File: src/rtl/rv_writeback_if.sv
// Execute/memory/register-file signal bundle for the uRV writeback stage.
// w_misaligned_o exists only when URV_WB_MISALIGN_CHECK_EN is defined; w_state_o exposes the FSM (IDLE=0).
interface rv_writeback_if;
    logic [2:0]  x_fun_i;
    logic        x_load_i;
    logic        x_store_i;
    logic [4:0]  x_rd_i;
    logic [31:0] x_rd_value_i;
    logic        x_rd_write_i;
    logic [31:0] x_dm_addr_i;
    logic [31:0] dm_data_l_i;
    logic        dm_load_done_i;
    logic        dm_store_done_i;
    logic        rf_rd_write_o;
    logic [4:0]  rf_rd_o;
    logic [31:0] rf_rd_value_o;
    logic        w_stall_req_o;
    logic [1:0]  w_state_o;
`ifdef URV_WB_MISALIGN_CHECK_EN
    logic        w_misaligned_o;
`endif

    // Handshake: a load/store strobe is accepted in IDLE; the access completes on the
    // cycle its dm_*_done_i is high, and the stage stalls upstream until then.
    modport slave (
        input  x_fun_i, x_load_i, x_store_i, x_rd_i, x_rd_value_i, x_rd_write_i,
        input  x_dm_addr_i, dm_data_l_i, dm_load_done_i, dm_store_done_i,
        output rf_rd_write_o, rf_rd_o, rf_rd_value_o, w_stall_req_o, w_state_o
`ifdef URV_WB_MISALIGN_CHECK_EN
        , output w_misaligned_o
`endif
    );

    modport master (
        output x_fun_i, x_load_i, x_store_i, x_rd_i, x_rd_value_i, x_rd_write_i,
        output x_dm_addr_i, dm_data_l_i, dm_load_done_i, dm_store_done_i,
        input  rf_rd_write_o, rf_rd_o, rf_rd_value_o, w_stall_req_o, w_state_o
`ifdef URV_WB_MISALIGN_CHECK_EN
        , input w_misaligned_o
`endif
    );
endinterface

File: src/rtl/rv_writeback.sv
// uRV writeback stage: completes loads/stores, aligns load data, drives the register-file write port.
// Optional feature: URV_WB_MISALIGN_CHECK_EN suppresses misaligned LH/LHU/LW writes and flags them.
module rv_writeback (
    input logic clk_i,
    input logic rst_i,
    rv_writeback_if.slave bus
);
    typedef enum logic [1:0] {
        IDLE       = 2'd0,
        WAIT_LOAD  = 2'd1,
        WAIT_STORE = 2'd2
    } state_e;

    state_e      state_q;
    logic [4:0]  rd_q;
    logic [2:0]  fun_q;
    logic [1:0]  addr_q;
    logic        rf_rd_write_q;
    logic [4:0]  rf_rd_q;
    logic [31:0] rf_rd_value_q;

    logic [2:0]  ld_fun;
    logic [1:0]  ld_addr;
    logic [4:0]  ld_rd;
    logic [7:0]  byte_sel;
    logic [15:0] half_sel;
    logic [31:0] ld_value;
    logic        ld_ok;
    logic        ld_wr_en;
    logic        ld_done;
    logic        alu_wr;
    logic        unused_addr_bits;

    assign unused_addr_bits = ^bus.x_dm_addr_i[31:2];

    // In IDLE a zero-wait load completes straight from the execute inputs.
    always_comb begin
        ld_fun  = fun_q;
        ld_addr = addr_q;
        ld_rd   = rd_q;
        if (state_q == IDLE) begin
            ld_fun  = bus.x_fun_i;
            ld_addr = bus.x_dm_addr_i[1:0];
            ld_rd   = bus.x_rd_i;
        end
        case (ld_addr)
            2'd0:    byte_sel = bus.dm_data_l_i[7:0];
            2'd1:    byte_sel = bus.dm_data_l_i[15:8];
            2'd2:    byte_sel = bus.dm_data_l_i[23:16];
            default: byte_sel = bus.dm_data_l_i[31:24];
        endcase
        half_sel = ld_addr[1] ? bus.dm_data_l_i[31:16] : bus.dm_data_l_i[15:0];
        ld_value = 32'd0;
        ld_ok    = 1'b1;
        case (ld_fun)
            3'b000:  ld_value = {{24{byte_sel[7]}}, byte_sel};
            3'b100:  ld_value = {24'd0, byte_sel};
            3'b001:  ld_value = {{16{half_sel[15]}}, half_sel};
            3'b101:  ld_value = {16'd0, half_sel};
            3'b010:  ld_value = bus.dm_data_l_i;
            default: ld_ok    = 1'b0;
        endcase
    end

`ifdef URV_WB_MISALIGN_CHECK_EN
    logic ld_mis;
    logic mis_q;

    always_comb begin
        ld_mis = 1'b0;
        case (ld_fun)
            3'b001, 3'b101: ld_mis = ld_addr[0];
            3'b010:         ld_mis = (ld_addr != 2'd0);
            default:        ld_mis = 1'b0;
        endcase
    end

    assign ld_wr_en = ld_ok & ~ld_mis & (ld_rd != 5'd0);
    assign bus.w_misaligned_o = mis_q;
`else
    assign ld_wr_en = ld_ok & (ld_rd != 5'd0);
`endif

    assign ld_done = bus.dm_load_done_i &
                     (((state_q == IDLE) & bus.x_load_i) | (state_q == WAIT_LOAD));
    assign alu_wr  = (state_q == IDLE) & ~bus.x_load_i & bus.x_rd_write_i;

    always_ff @(posedge clk_i) begin
        if (rst_i) begin
            state_q       <= IDLE;
            rd_q          <= 5'd0;
            fun_q         <= 3'd0;
            addr_q        <= 2'd0;
            rf_rd_write_q <= 1'b0;
            rf_rd_q       <= 5'd0;
            rf_rd_value_q <= 32'd0;
`ifdef URV_WB_MISALIGN_CHECK_EN
            mis_q         <= 1'b0;
`endif
        end else begin
            rf_rd_write_q <= 1'b0;
`ifdef URV_WB_MISALIGN_CHECK_EN
            mis_q         <= 1'b0;
`endif
            if (ld_done) begin
                rf_rd_write_q <= ld_wr_en;
                rf_rd_q       <= ld_rd;
                rf_rd_value_q <= ld_value;
`ifdef URV_WB_MISALIGN_CHECK_EN
                mis_q         <= ld_mis;
`endif
            end else if (alu_wr) begin
                rf_rd_write_q <= (bus.x_rd_i != 5'd0);
                rf_rd_q       <= bus.x_rd_i;
                rf_rd_value_q <= bus.x_rd_value_i;
            end
            case (state_q)
                IDLE: begin
                    if (bus.x_load_i) begin
                        if (!bus.dm_load_done_i) begin
                            state_q <= WAIT_LOAD;
                            rd_q    <= bus.x_rd_i;
                            fun_q   <= bus.x_fun_i;
                            addr_q  <= bus.x_dm_addr_i[1:0];
                        end
                    end else if (bus.x_store_i && !bus.dm_store_done_i) begin
                        state_q <= WAIT_STORE;
                    end
                end
                WAIT_LOAD:  if (bus.dm_load_done_i) state_q <= IDLE;
                WAIT_STORE: if (bus.dm_store_done_i) state_q <= IDLE;
                default:    state_q <= IDLE;
            endcase
        end
    end

    // Stall drops in the same cycle the completing done arrives.
    assign bus.w_stall_req_o =
        ((state_q == WAIT_LOAD)  & ~bus.dm_load_done_i) |
        ((state_q == WAIT_STORE) & ~bus.dm_store_done_i) |
        ((state_q == IDLE) & ((bus.x_load_i & ~bus.dm_load_done_i) |
                              (~bus.x_load_i & bus.x_store_i & ~bus.dm_store_done_i)));

    assign bus.rf_rd_write_o = rf_rd_write_q;
    assign bus.rf_rd_o       = rf_rd_q;
    assign bus.rf_rd_value_o = rf_rd_value_q;
    assign bus.w_state_o     = state_q;
endmodule

File: src/flat_wrapper.sv
// flat-port wrapper written by rule: the top's interface ports become plain ports
module rv_writeback_flat 
  (clk_i, rst_i, bus_x_fun_i, bus_x_load_i, bus_x_store_i, bus_x_rd_i, bus_x_rd_value_i, bus_x_rd_write_i, bus_x_dm_addr_i, bus_dm_data_l_i, bus_dm_load_done_i, bus_dm_store_done_i, bus_rf_rd_write_o, bus_rf_rd_o, bus_rf_rd_value_o, bus_w_stall_req_o, bus_w_state_o);
  rv_writeback_if bus_i ();
  input logic clk_i;
  input logic rst_i;
  input wire logic [$bits(bus_i.x_fun_i)-1:0] bus_x_fun_i;
  input wire logic [$bits(bus_i.x_load_i)-1:0] bus_x_load_i;
  input wire logic [$bits(bus_i.x_store_i)-1:0] bus_x_store_i;
  input wire logic [$bits(bus_i.x_rd_i)-1:0] bus_x_rd_i;
  input wire logic [$bits(bus_i.x_rd_value_i)-1:0] bus_x_rd_value_i;
  input wire logic [$bits(bus_i.x_rd_write_i)-1:0] bus_x_rd_write_i;
  input wire logic [$bits(bus_i.x_dm_addr_i)-1:0] bus_x_dm_addr_i;
  input wire logic [$bits(bus_i.dm_data_l_i)-1:0] bus_dm_data_l_i;
  input wire logic [$bits(bus_i.dm_load_done_i)-1:0] bus_dm_load_done_i;
  input wire logic [$bits(bus_i.dm_store_done_i)-1:0] bus_dm_store_done_i;
  output wire logic [$bits(bus_i.rf_rd_write_o)-1:0] bus_rf_rd_write_o;
  output wire logic [$bits(bus_i.rf_rd_o)-1:0] bus_rf_rd_o;
  output wire logic [$bits(bus_i.rf_rd_value_o)-1:0] bus_rf_rd_value_o;
  output wire logic [$bits(bus_i.w_stall_req_o)-1:0] bus_w_stall_req_o;
  output wire logic [$bits(bus_i.w_state_o)-1:0] bus_w_state_o;
  assign bus_i.x_fun_i = bus_x_fun_i;
  assign bus_i.x_load_i = bus_x_load_i;
  assign bus_i.x_store_i = bus_x_store_i;
  assign bus_i.x_rd_i = bus_x_rd_i;
  assign bus_i.x_rd_value_i = bus_x_rd_value_i;
  assign bus_i.x_rd_write_i = bus_x_rd_write_i;
  assign bus_i.x_dm_addr_i = bus_x_dm_addr_i;
  assign bus_i.dm_data_l_i = bus_dm_data_l_i;
  assign bus_i.dm_load_done_i = bus_dm_load_done_i;
  assign bus_i.dm_store_done_i = bus_dm_store_done_i;
  assign bus_rf_rd_write_o = bus_i.rf_rd_write_o;
  assign bus_rf_rd_o = bus_i.rf_rd_o;
  assign bus_rf_rd_value_o = bus_i.rf_rd_value_o;
  assign bus_w_stall_req_o = bus_i.w_stall_req_o;
  assign bus_w_state_o = bus_i.w_state_o;
  rv_writeback u_core (.clk_i(clk_i), .rst_i(rst_i), .bus(bus_i));
endmodule
File: config.mk
export PLATFORM = sky130hd
export DESIGN_NAME = rv_writeback_flat
export DESIGN_NICKNAME = d
export VERILOG_FILES = /design/src/rtl/rv_writeback_if.sv /design/src/rtl/rv_writeback.sv /design/src/flat_wrapper.sv
export SDC_FILE = /design/constraint.sdc
export NUM_CORES = 1
export LEC_CHECK = 0
export ABC_AREA = 1
export CAP_MARGIN = 25
export CORE_ASPECT_RATIO = 0.5
export CORE_MARGIN = 1
export CORE_UTILIZATION = 44
export CTS_BUF_LIST = sky130_fd_sc_hd__clkbuf_8
export DETAILED_ROUTE_END_ITERATION = 10
export GPL_TIMING_DRIVEN = 0
export PLACE_DENSITY = 0.84
export SLEW_MARGIN = 10
export SYNTH_ARGS = -nofsm -noshare
export SYNTH_HDL_FRONTEND = slang
export SYNTH_SLANG_ARGS = --single-unit
File: constraint.sdc
create_clock -name clk_i -period 1.9 [get_ports clk_i]
set_input_delay 0.38 -clock clk_i [delete_from_list [all_inputs] [get_ports clk_i]]
set_output_delay 0.38 -clock clk_i [all_outputs]
set_load 0.05 [all_outputs]
Yosys cells after proc, flatten, opt, wreduce, memory -nomap -nowiden
Cells that the tools add are included.
{"block": "op_classes", "add_sub_neg": 0, "n_mul": 0, "n_lt_le_gt_ge": 0, "div": 0, "reduce_logical": 11, "n_shift": 0, "n_eq_ne": 12, "n_mux": 19, "bitwise": 18}
{"cell": "$pmux W32 S5", "count": 1}
{"cell": "$mux W32", "count": 2}
{"cell": "$pmux W8 S3", "count": 1}
{"cell": "$mux W16", "count": 1}
{"cell": "$mux W5", "count": 3}
{"cell": "$mux W2", "count": 6}
{"cell": "$and A1 B1 Y1", "count": 11}
{"cell": "$reduce_bool A5 Y1", "count": 2}
{"cell": "$eq A3 B3 Y1 const B", "count": 2}
{"cell": "$ne A3 B3 Y1 const B", "count": 2}
{"cell": "$pmux W2 S3", "count": 1}
{"cell": "$reduce_or A5 Y1", "count": 1}
{"cell": "$eq A2 B1 Y1 const B", "count": 2}
{"cell": "$eq A2 B2 Y1 const B", "count": 2}
{"cell": "$logic_not A2 Y1", "count": 2}
{"cell": "$ne A2 B2 Y1 const B", "count": 2}
{"cell": "$or A1 B1 Y1", "count": 4}
{"cell": "$reduce_and A4 Y1", "count": 1}
{"cell": "$eq A3 B1 Y1 const B", "count": 1}
{"cell": "$eq A3 B2 Y1 const B", "count": 1}
{"cell": "$logic_not A3 Y1", "count": 1}
{"cell": "$mux W1", "count": 3}
{"cell": "$mux W3", "count": 1}
{"cell": "$not A1 Y1", "count": 3}
{"cell": "other kinds (4)", "count": 4}
{"block": "totals", "rom_bits": 0, "latchBits": 0, "memories": 0, "register_bits": 50, "mem_bits_rw": 0, "wordCells": 67}

Depth between registers and ports, before layout
Gate-level depths: netlist of the first run.
{"block": "depth", "word_depth": 7, "mapped_depth": 12, "mapped_depth_nobuf": 11}

Least setup slack after synthesis of the first run
No wires, ideal clock.
{"block": "synth_timing", "path_type": "register to register", "start": "register u_core.state_q[1] (netlist: u_core.bus.w_state_o[1])", "end": "register u_core.rf_rd_value_q[11] (netlist: u_core.bus.rf_rd_value_o[11])", "slack_ps": -170, "synth_period_minus_slack_ps": 2070, "stages_incl_launch_ff": 9, "setup_time_ps": 120, "arrival_ps": 1950, "cell_sequence": "dfxtp_1 inv_1 o211ai_2 clkinv_1 nor2_2 inv_2 clkbuf_2 o21ai_0 a21oi_1"}
{"block": "synth_between", "elab_chain_len": 6, "word_cells_on_any_way": 22}
{"item": "start, declared", "line": "rv_writeback.sv:14", "source": "state_e state_q;"}
{"item": "start signal, assigned", "line": "rv_writeback.sv:90", "source": "state_q <= IDLE;"}
{"item": "start signal, assigned", "line": "rv_writeback.sv:121", "source": "state_q <= WAIT_LOAD;"}
{"item": "start signal, assigned", "line": "rv_writeback.sv:127", "source": "state_q <= WAIT_STORE;"}
{"item": "$logic_not A2 Y1", "line": "rv_writeback.sv:41, rv_writeback.sv:85, rv_writeback.sv:86"}
{"item": "$mux W2", "line": "rv_writeback.sv:41", "source": "if (state_q == IDLE) begin"}
{"item": "$eq A2 B2 Y1, or another cell as far along", "line": "rv_writeback.sv:46", "source": "case (ld_addr)"}
{"item": "$pmux W8 S3", "line": "rv_writeback.sv:46"}
{"item": "$pmux W32 S5", "line": "rv_writeback.sv:55", "source": "case (ld_fun)"}
{"item": "$mux W32", "line": "rv_writeback.sv:105", "source": "if (ld_done) begin"}
{"item": "end signal, assigned", "line": "rv_writeback.sv:108", "source": "rf_rd_value_q <= ld_value;"}
{"item": "end signal, assigned", "line": "rv_writeback.sv:115", "source": "rf_rd_value_q <= bus.x_rd_value_i;"}
{"item": "end, declared", "line": "rv_writeback.sv:20", "source": "logic [31:0] rf_rd_value_q;"}
Parallel ways exist; a longest one is shown, timed or not.
A chain may end at the register's enable or synchronous reset.

Worst setup path after layout of the first run
{"block": "layout_timing", "start": "register u_core.rf_rd_value_q[9] (netlist: u_core.bus.rf_rd_value_o[9])", "end": "output port bus_rf_rd_value_o[9]"}
{"item": "end, declared", "line": "flat_wrapper.sv:19", "source": "output wire logic [$bits(bus_i.rf_rd_value_o)-1:0] bus_rf_rd_value_o;"}
No word-level cell between the ends.

==> impl_metrics.toml, run 1 <==
[timing]
skew_ns = 0.00489
fin_ws_ns = 0.0283
hold_slack_ns = 0.464
fin_crit_sh_pct = 98.5
min_period_ns = 1.87
tightest_slew_ns = 0.508
setup_tns_ns = 0
fmax_mhz = 534
relSlewSlack_pct = 66.0
setup_viol = 0
drv_slew = 0
finalHoldViolations = 0

[yosys]
synthTopCellsByCount = "nand2_1 (148), o21ai_0 (74), inv_1 (60)"
avgSynthCellArea_um2 = 6.07
ys_seq_area_share_pct = 29.4
synth_edf_count = 0
ys_ff_latch = 50
synth_area_leader_cell = "dfxtp_1"
synth_top_cell_area_share_pct = 29.4
synth_most_common_cell = "nand2_1"
async_reset_ff_share_pct = 0
yosysWarnings = 0
synthTopCellsByArea = "dfxtp_1 (29%), nand2_1 (16%), o21ai_0 (11%)"
postSynthCellCount = 560
synth_area_um2 = 3400
synth.distinct_cells = 33
synthesis.nets = 671
ys.flop_type = "dfxtp_1"

[clocking]
clkTransAtPathRegs_ns = 0.10
cts_root_buf = "clkbuf_8"
clkSinkCount = 50
cts_made_buffers = 5
cts_tree = "done"
clock_latency_ns = 0.32
ctsHtreeMaxLevel = 2
cts_buffer_depth = 2

[flow_run]
maxCapViolations = 0

[die]
rows = 22
core_area_um2 = 7400
die_x_um = 126
die_area_um2 = 8100
fp.dieH_um = 64.2
initial_core_util_pct = 45.9
io_pins = 152

[pwr]
p_int_mw = 2.14
ir_worst_vdd_mv = 0.447
leakage_nw = 2.28
p_sw_share_pct = 39.7
power.total_mw = 3.55
power_switching_mw = 1.41
clkPwrFrac_pct = 21.8
powerDensity_nw_per_um2 = 702
p_seq_share_pct = 33.7
p_comb_share_pct = 44.5

[cells_and_area]
syn_to_final_growth_pct = 48.8
final_nets = 812
fin_cells = 798
fillers = 661
drive_above_1_share_pct = 11.3
diodes = 0
final_util_pct = 68.3
stdcell_area_um2 = 5060

[place]
portBuffers = 121
dp_hpwl_um = 8450
placed_area_um2 = 4730
routabilityCongestion = 0.926
pre_cts_ws_ns = -0.925
dp.cells = 777

[global_route]
grt_overflow_total = 0
grt_pass1_vias = 3774
track_usage_pct = 27.9
grt_max_degree = 16
grt_pass1_wl_um = 17900
antenna_found_initial = 0

[worst_setup_path]
r2r_start = "u_core.bus.w_state_o[0]$_SDFFE_PP0P_"
path_delay_family = "buffers and inverters"
path_class = "reg -> out"
path_cells = "clkdlybuf4s50_1"
critPathCaptureType = "output pin"
slowest_stage = "clkdlybuf4s50_1"
worstSetupStartpointType = "register"
path_buf_inv = 1
crit_start = "u_core.bus.rf_rd_value_o[9]$_SDFFE_PP0P_"
arrival_ns = 1.49
cp_max_fo = 2
crit_required_ns = 1.52
critical-path-max-stage-delay_ns = 0.81

[status]
status = "finished clean"

[min_path]
hp-start = "u_core.rd_q[3]$_SDFFE_PP0P_"
holdCritPathClass = "reg -> reg"

[drt]
routed_wl_um = 11500
drc_errors = 0
final_antenna_net_count = 0
drt_iter0_drc = 293
drt_pass1_iterations = 5
detail_route.wl_per_cell_um = 14.4
vias = 4262
via_per_inst = 5.34
==> sequential cells by signal, summed over array words and instances, names as in the netlist <==
signal / cells
u_core.bus.w_state_o: 2
u_core.bus.rf_rd_write_o: 1
u_core.bus.rf_rd_o: 5
u_core.fun_q: 3
u_core.addr_q: 2
u_core.bus.rf_rd_value_o: 32
u_core.rd_q: 5
==> metal layers <==
metal,wire [µm],share of wire [%],vias up,track usage [%]
met5,0,0,-,0
met4,114,0.99,0,4.67
met3,633,5.5,10,3.94
met2,5220,45,145,47.6
met1,5520,48,1990,38.0
li1,-,-,2117,-
==> cell type report <==
class	instances	area [µm²]	area share (%)
multi-input combinational	415	2050	40.5
sequential	50	1010	19.9
tap	96	120	2.37
clock buffer	5	68.8	1.36
inverter	62	240	4.75
buffer	33	216	4.28
timing repair buffer	134	1320	26.0
clock inverter	3	40.0	0.791
==> power by group through the flow <==
| stage | Clock (mW) | Combinational (mW) | Sequential, mW |
|---|---|---|---|
| after global routing | 0.810 | 1.70 | 1.21 |
| after floorplan | 0 | 0.659 | 1.50 |
| after CTS | 0.768 | 1.49 | 1.20 |
| final | 0.774 | 1.58 | 1.20 |
| after detailed placement | 0 | 1.47 | 1.22 |
| after global placement | 0 | 1.45 | 1.22 |
==> worst paths after layout <==
check	endpoint	depth (start not counted)	slack, ns
worst min-delay path	u_core.rd_q[3]$_SDFFE_PP0P_	2	0.46
worst min register to register	u_core.rd_q[3]$_SDFFE_PP0P_	2	0.46
worst max-delay path	bus_rf_rd_value_o[9]	1	0.03
worst max register to register	u_core.bus.rf_rd_value_o[15]$_SDFFE_PP0P_	11	0.08
==> placed cells by master, fill, tap and decap left out, types with 3 or more instances in the layout <==
master,n
a211oi_1,4
clkbuf_2,7
clkdlybuf4s50_1,115
buf_6,12
a2bb2oi_1,3
buf_2,3
nand3_1,28
clkbuf_1,12
buf_4,13
nor2_4,5
dlymetal6s2s_1,3
nand2_2,6
o21ai_1,8
inv_2,3
nand2_1,145
o21ai_0,68
o21ai_2,5
nor2_1,58
dfxtp_1,48
inv_1,57
clkbuf_8,5
a21oi_2,3
a21oi_1,49
nand4_1,16
==> what timing repair did <==
action                                  4_1_cts  5_1_grt
gates resized for setup                      20       42
pin swaps                                     3        7
endpoints found under the setup margin       42       41
buffers inserted                              3        8
hold buffers                                  0        0
gates cloned                                  0        2
==> logic make-up after synthesis <==
kind of cell           share of synthesized area (%)
and+or+nand+nor                                 34.4
AOI/OAI and AO/OA                               23.8
buffers and inverters                           12.3
DFF                                             29.4
No activity file was read; power rests on OpenSTA's default activity.
==> inputs of run 2 (changes only) <==
Settings changed: CORE_MARGIN 1 to 3, SLEW_MARGIN 10 to not set.
==> run 2 against run 1 <==
Compared with the run above:
- sequential power is essentially flat
- first-iteration DRC count up 62%
- via count is 0.19% lower
- clock-buffer cell count is the same
- cell area decreased by 0.35%
- register-to-register slack barely moved
- critical path type unchanged
==> impl_metrics.toml, run 2 (synthesized netlist as in run 1, its figures left out) <==
[timing]
finalHoldViolations = 0
skew_ns = 0.00676
drv_slew = 0
fin_ws_ns = 0.0351
rsz0062_at_grt = "yes"
relSlewSlack_pct = 65.0
tightest_slew_ns = 0.524
min_period_ns = 1.86
fmax_mhz = 536
hold_slack_ns = 0.473
fin_crit_sh_pct = 98.2
setup_viol = 0

[global_route]
grt_max_degree = 16
grt_overflow_total = 0
grt_pass1_vias = 3916
antenna_found_initial = 0
grt_pass1_wl_um = 18300
track_usage_pct = 25.9

[clocking]
cts_buffer_depth = 2
hold_buffers = 0
clock_latency_ns = 0.32
cts_made_buffers = 5
clkTransAtPathRegs_ns = 0.10
cts_root_buf = "clkbuf_8"
cts_tree = "done"
ctsHtreeMaxLevel = 2
clkSinkCount = 50

[place]
routabilityCongestion = 0.968
dp.cells = 773
pre_cts_ws_ns = -0.837
portBuffers = 121
dp_hpwl_um = 8700

[drt]
drc_errors = 0
via_per_inst = 5.37
wl_met2_um = 5320
final_antenna_net_count = 0
wl_met3_um = 997
top_layer_used = "met4"
vias = 4254
drt_pass1_iterations = 5
detail_route.wl_per_cell_um = 14.8
drt_iter0_drc = 475
wl_met1_um = 5260
routed_wl_um = 11700

[min_path]
holdPathStages = 2
holdCritPathClass = "reg -> reg"
hp-start = "u_core.bus.rf_rd_o[4]$_SDFFE_PP0P_"
whs_endpoint = "u_core.bus.rf_rd_o[4]$_SDFFE_PP0P_"

[pwr]
p_comb_share_pct = 46.5
power_switching_mw = 1.41
p_seq_share_pct = 35.0
powerDensity_nw_per_um2 = 677
power.total_mw = 3.41
p_int_mw = 2.01
clkPwrFrac_pct = 18.5
leakage_nw = 2.39
ir_worst_vdd_mv = 0.333
p_sw_share_pct = 41.2

[die]
fp.dieH_um = 68.2
rows = 21
die_area_um2 = 8880
die_x_um = 130
initial_core_util_pct = 48.1
io_pins = 152
core_area_um2 = 7070

[cells_and_area]
final_util_pct = 71.3
fin_cells = 792
layout_commonest_cell = "nand2_1"
largest_reg_flops = 32
final_nets = 811
diodes = 0
syn_to_final_growth_pct = 48.3
drive_above_1_share_pct = 11.0
final_cell_mix = "nand2_1 (145), clkdlybuf4s50_1 (106), o21ai_0 (69), nor2_1 (59), inv_1 (57)"

[worst_setup_path]
path_buf_inv = 1
slowest_stage = "clkdlybuf4s50_1"
r2r_start = "u_core.bus.w_state_o[0]$_SDFFE_PP0P_"
worstSetupStartpointType = "register"
crit_required_ns = 1.52
path_cells = "clkdlybuf4s50_1"
reg2reg_slack_ns = 0.09
arrival_ns = 1.48
rr_worst_depth = 12
critical-path-max-stage-delay_ns = 0.81
cp_max_fo = 2
path_class = "reg -> out"
path_delay_family = "buffers and inverters"
critPathCaptureType = "output pin"
timing.rr.end = "u_core.bus.rf_rd_value_o[15]$_SDFFE_PP0P_"

[flow_run]
maxCapViolations = 0

[status]
status = "finished clean"
[run 2: cell count changes in the layout (fill, tap and decap cells not counted), moves of 2 or more]
cell             previous run  this run
nand2_2                     6         8
dlymetal6s2s_1              3        11
a21oi_2                     3         5
a21oi_1                    49        47
clkinv_2                    2         0
buf_4                      13        15
nand2_4                     2         0
clkinvlp_4                  0         2
clkdlybuf4s50_1           115       106
buf_2                       3         0
[run 2: stage by stage]
stage,TNS (ns),area [µm²]
after floorplan,0,3400
after global placement,-28.70,4730
after detailed placement,-29.97,4730
after CTS,-0.00786,4860
after global routing,-0.0688,5040
final,0,5040
[run 2: power groups by stage]
stage	logic [mW]	clock network, mW	registers, mW
after floorplan	0.659	0	1.50
after global placement	1.45	0	1.22
after detailed placement	1.47	0	1.22
after CTS	1.50	0.640	1.20
after global routing	1.71	0.704	1.21
final	1.59	0.631	1.20
[run 2: how the worst max path moves through the flow]
| stage | end | startpoint | slack (ns) | cells after the start |
|---|---|---|---|---|
| 3_5_place_dp | u_core.bus.rf_rd_value_o[1]$_SDFFE_PP0P_ | bus_x_load_i | -0.84 | 8 |
| 4_1_cts | u_core.fun_q[0]$_SDFFE_PP0P_ | bus_x_load_i | -0.006 | 7 |
| 2_1_floorplan | u_core.bus.rf_rd_value_o[11]$_SDFFE_PP0P_ | u_core.bus.w_state_o[1]$_SDFFE_PP0P_ | 0.07 | 8 |
| 6_report | bus_rf_rd_value_o[24] | u_core.bus.rf_rd_value_o[24]$_SDFFE_PP0P_ | 0.04 | 1 |
| 3_3_place_gp | u_core.bus.rf_rd_value_o[29]$_SDFFE_PP0P_ | bus_x_load_i | -0.80 | 8 |
| 5_1_grt | u_core.bus.rf_rd_value_o[31]$_SDFFE_PP0P_ | u_core.bus.w_state_o[0]$_SDFFE_PP0P_ | -0.02 | 12 |
[run 2: repair_timing]
action	4_1_cts	5_1_grt
pin swaps	3	4
setup buffers	3	9
endpoints found under the setup margin	40	47
gates resized for setup	20	51
[run 2: area by class of cell]
type,count,area [µm²]
Clock inverter,2,15.0
Clock buffer,5,68.8
Buffer,33,225
Sequential cell,50,1010
Fill cell,611,2030
Multi-Input combinational cell,415,2040
Tap cell,92,115
Inverter,62,240
Timing Repair Buffer,133,1330
[run 2: metal layers]
metal / GRT usage, % / vias up
li1: - / 2106
met1: 34.7 / 1931
met2: 43.0 / 198
met3: 5.85 / 19
met4: 5.83 / 0
met5: 0 / -
==> inputs of run 3 (changes only) <==
Settings changed: CORE_UTILIZATION 44 to 39, PLACE_DENSITY 0.84 to 0.79.
Clock period 1.9 ns to 1.6 ns, I/O delays scaled along.
==> run 3 against run 2 <==
Compared with the run above:
- the run now ends with negative setup slack left
- critical endpoint is now u_core.bus.rf_rd_value_o[28]$_SDFFE_PP0P_
- setup slack lost 0.23 ns
- wire length grew 13%
- sequential share of layout area shrank 2.0 points
- hold slack lost 0.011 ns
- combinational power grew 37%
- clock skew grew 0.0023 ns
- non-clock buffer count grew 24
- sequential cell count is the same
==> impl_metrics.toml, run 3 (synthesized netlist as in run 1, its figures left out) <==
[clocking]
cts_made_buffers = 5
clkSinkCount = 50
cts_buffer_depth = 2
clock_latency_ns = 0.32
clkTransAtPathRegs_ns = 0.10
cts_root_buf = "clkbuf_8"
cts_tree = "done"
ctsHtreeMaxLevel = 2

[worst_setup_path]
path_delay_family = "simple AND/OR/NAND/NOR gates"
slowest_stage = "dfxtp_4"
path_buf_inv = 3
cp_max_fo = 7
critPathCaptureType = "register"
path_cells = "nor2_4 -> buf_12 -> nand2_4 -> o21ai_4 -> buf_6 -> nand3_4 -> buf_6 -> nor2_1 -> nor2_1 -> nand2_2 -> nand2_2 -> a21oi_2"
worstSetupStartpointType = "register"
critical-path-max-stage-delay_ns = 0.37
path_class = "reg -> reg"
crit_required_ns = 1.86
arrival_ns = 2.05

[cells_and_area]
final_cell_mix = "nand2_1 (114), clkdlybuf4s50_1 (77), o21ai_0 (64), inv_1 (56), dfxtp_1 (48)"
syn_to_final_growth_pct = 64.9
drive_above_1_share_pct = 24.7
diodes = 0
largest_reg_flops = 32
layout_commonest_cell = "nand2_1"
multi_input_area_um2 = 2360
final_util_pct = 68.1
final_nets = 835
fillers = 674
stdcell_area_um2 = 5610
register_area_um2 = 1010

[status]
status = "finished with violations"
failed_checks = "negative setup slack"

[die]
fp.dieH_um = 72.0
io_pins = 152
rows = 23
die_area_um2 = 9940
initial_core_util_pct = 41.3
core_area_um2 = 8230
die_x_um = 138

[pwr]
ir_worst_vdd_mv = 0.382
leakage_nw = 2.58
power.total_mw = 4.35
powerDensity_nw_per_um2 = 776

[place]
dp_hpwl_um = 8920
routabilityCongestion = 0.954
placed_area_um2 = 4790
portBuffers = 121

[timing]
skew_ns = 0.00902
min_period_ns = 1.80
drv_slew = 0
tightest_slew_ns = 0.543
setup_viol = 35
fin_crit_sh_pct = 112
finalHoldViolations = 0
fmax_mhz = 557
fin_ws_ns = -0.196
rsz0062_at_grt = "yes"
relSlewSlack_pct = 64.0

[drt]
drt_iter0_drc = 308
final_antenna_net_count = 0
drc_errors = 0
via_per_inst = 5.36
drt_pass1_iterations = 5
vias = 4478
routed_wl_um = 13300
detail_route.wl_per_cell_um = 15.9

[global_route]
grt_pass1_vias = 4001
grt_max_degree = 16
antenna_found_initial = 0
grt_pass1_wl_um = 20000
grt_overflow_total = 0
track_usage_pct = 24.5

[min_path]
holdCritPathClass = "reg -> reg"

[flow_run]
maxCapViolations = 0
==> run 3: tightest hold or removal path, cell delays in order (launching register included) <==
cell,delay [ns]
dfxtp_1,0.32
nand2_1,0.06
a21oi_1,0.05
==> run 3: final cells by class <==
class | count | area share (%)
plain buffers | 33 | 4.55
multi-input cells | 415 | 42.1
well taps | 112 | 2.50
repair buffers | 157 | 27.1
inverters | 62 | 4.33
clock inverters | 2 | 0.245
clock buffers | 5 | 1.23
flip-flops and latches | 50 | 18.0
==> run 3: timing repair <==
action,4_1_cts,5_1_grt
pin swaps,26,24
hold buffers,0,0
endpoints found under the setup margin,85,40
hold endpoints to repair,0,0
buffers inserted,25,5
resized for setup,134,78
gates cloned,5,1
==> run 3: path summary, 6_finish.rpt <==
path | slack [ns] | start | depth (start not counted) | end
worst max-delay path | -0.20 | u_core.bus.w_state_o[1]$_SDFFE_PP0P_ | 12 | u_core.bus.rf_rd_value_o[28]$_SDFFE_PP0P_
worst max register to register | -0.20 | u_core.bus.w_state_o[1]$_SDFFE_PP0P_ | 12 | u_core.bus.rf_rd_value_o[28]$_SDFFE_PP0P_
worst min register to register | 0.46 | u_core.bus.rf_rd_o[1]$_SDFFE_PP0P_ | 2 | u_core.bus.rf_rd_o[1]$_SDFFE_PP0P_
worst min-delay path | 0.46 | u_core.bus.rf_rd_o[1]$_SDFFE_PP0P_ | 2 | u_core.bus.rf_rd_o[1]$_SDFFE_PP0P_
==> run 3: metrics by stage <==
stage               TNS, ns  worst slack (ns)  instances  hold slack [ns]
floorplan             -2.18           -0.0951        560            0.398
detailed placement   -32.94            -0.872        793            0.453
CTS                   -2.27            -0.167        830            0.469
global route          -7.73            -0.253        836            0.485
global placement     -33.11            -0.869        793            0.439
finish                -5.04            -0.196        836            0.462
==> run 3: power breakdown <==
group | internal (mW) | total, mW | leakage [nW] | switching, mW
logic | 0.843 | 2.18 | 2.12 | 1.33
registers | 1.36 | 1.42 | 0.414 | 0.0594
clock network | 0.303 | 0.756 | 0.0444 | 0.453
total | 2.51 | 4.35 | 2.58 | 1.85
==> run 3: per-layer routing <==
metal,vias to the layer above,GRT usage (%),wire length [µm]
li1,2165,-,-
met1,2074,33.1,5690
met2,221,39.5,6190
met3,18,6.58,1260
met4,0,5.81,177
met5,-,0,0
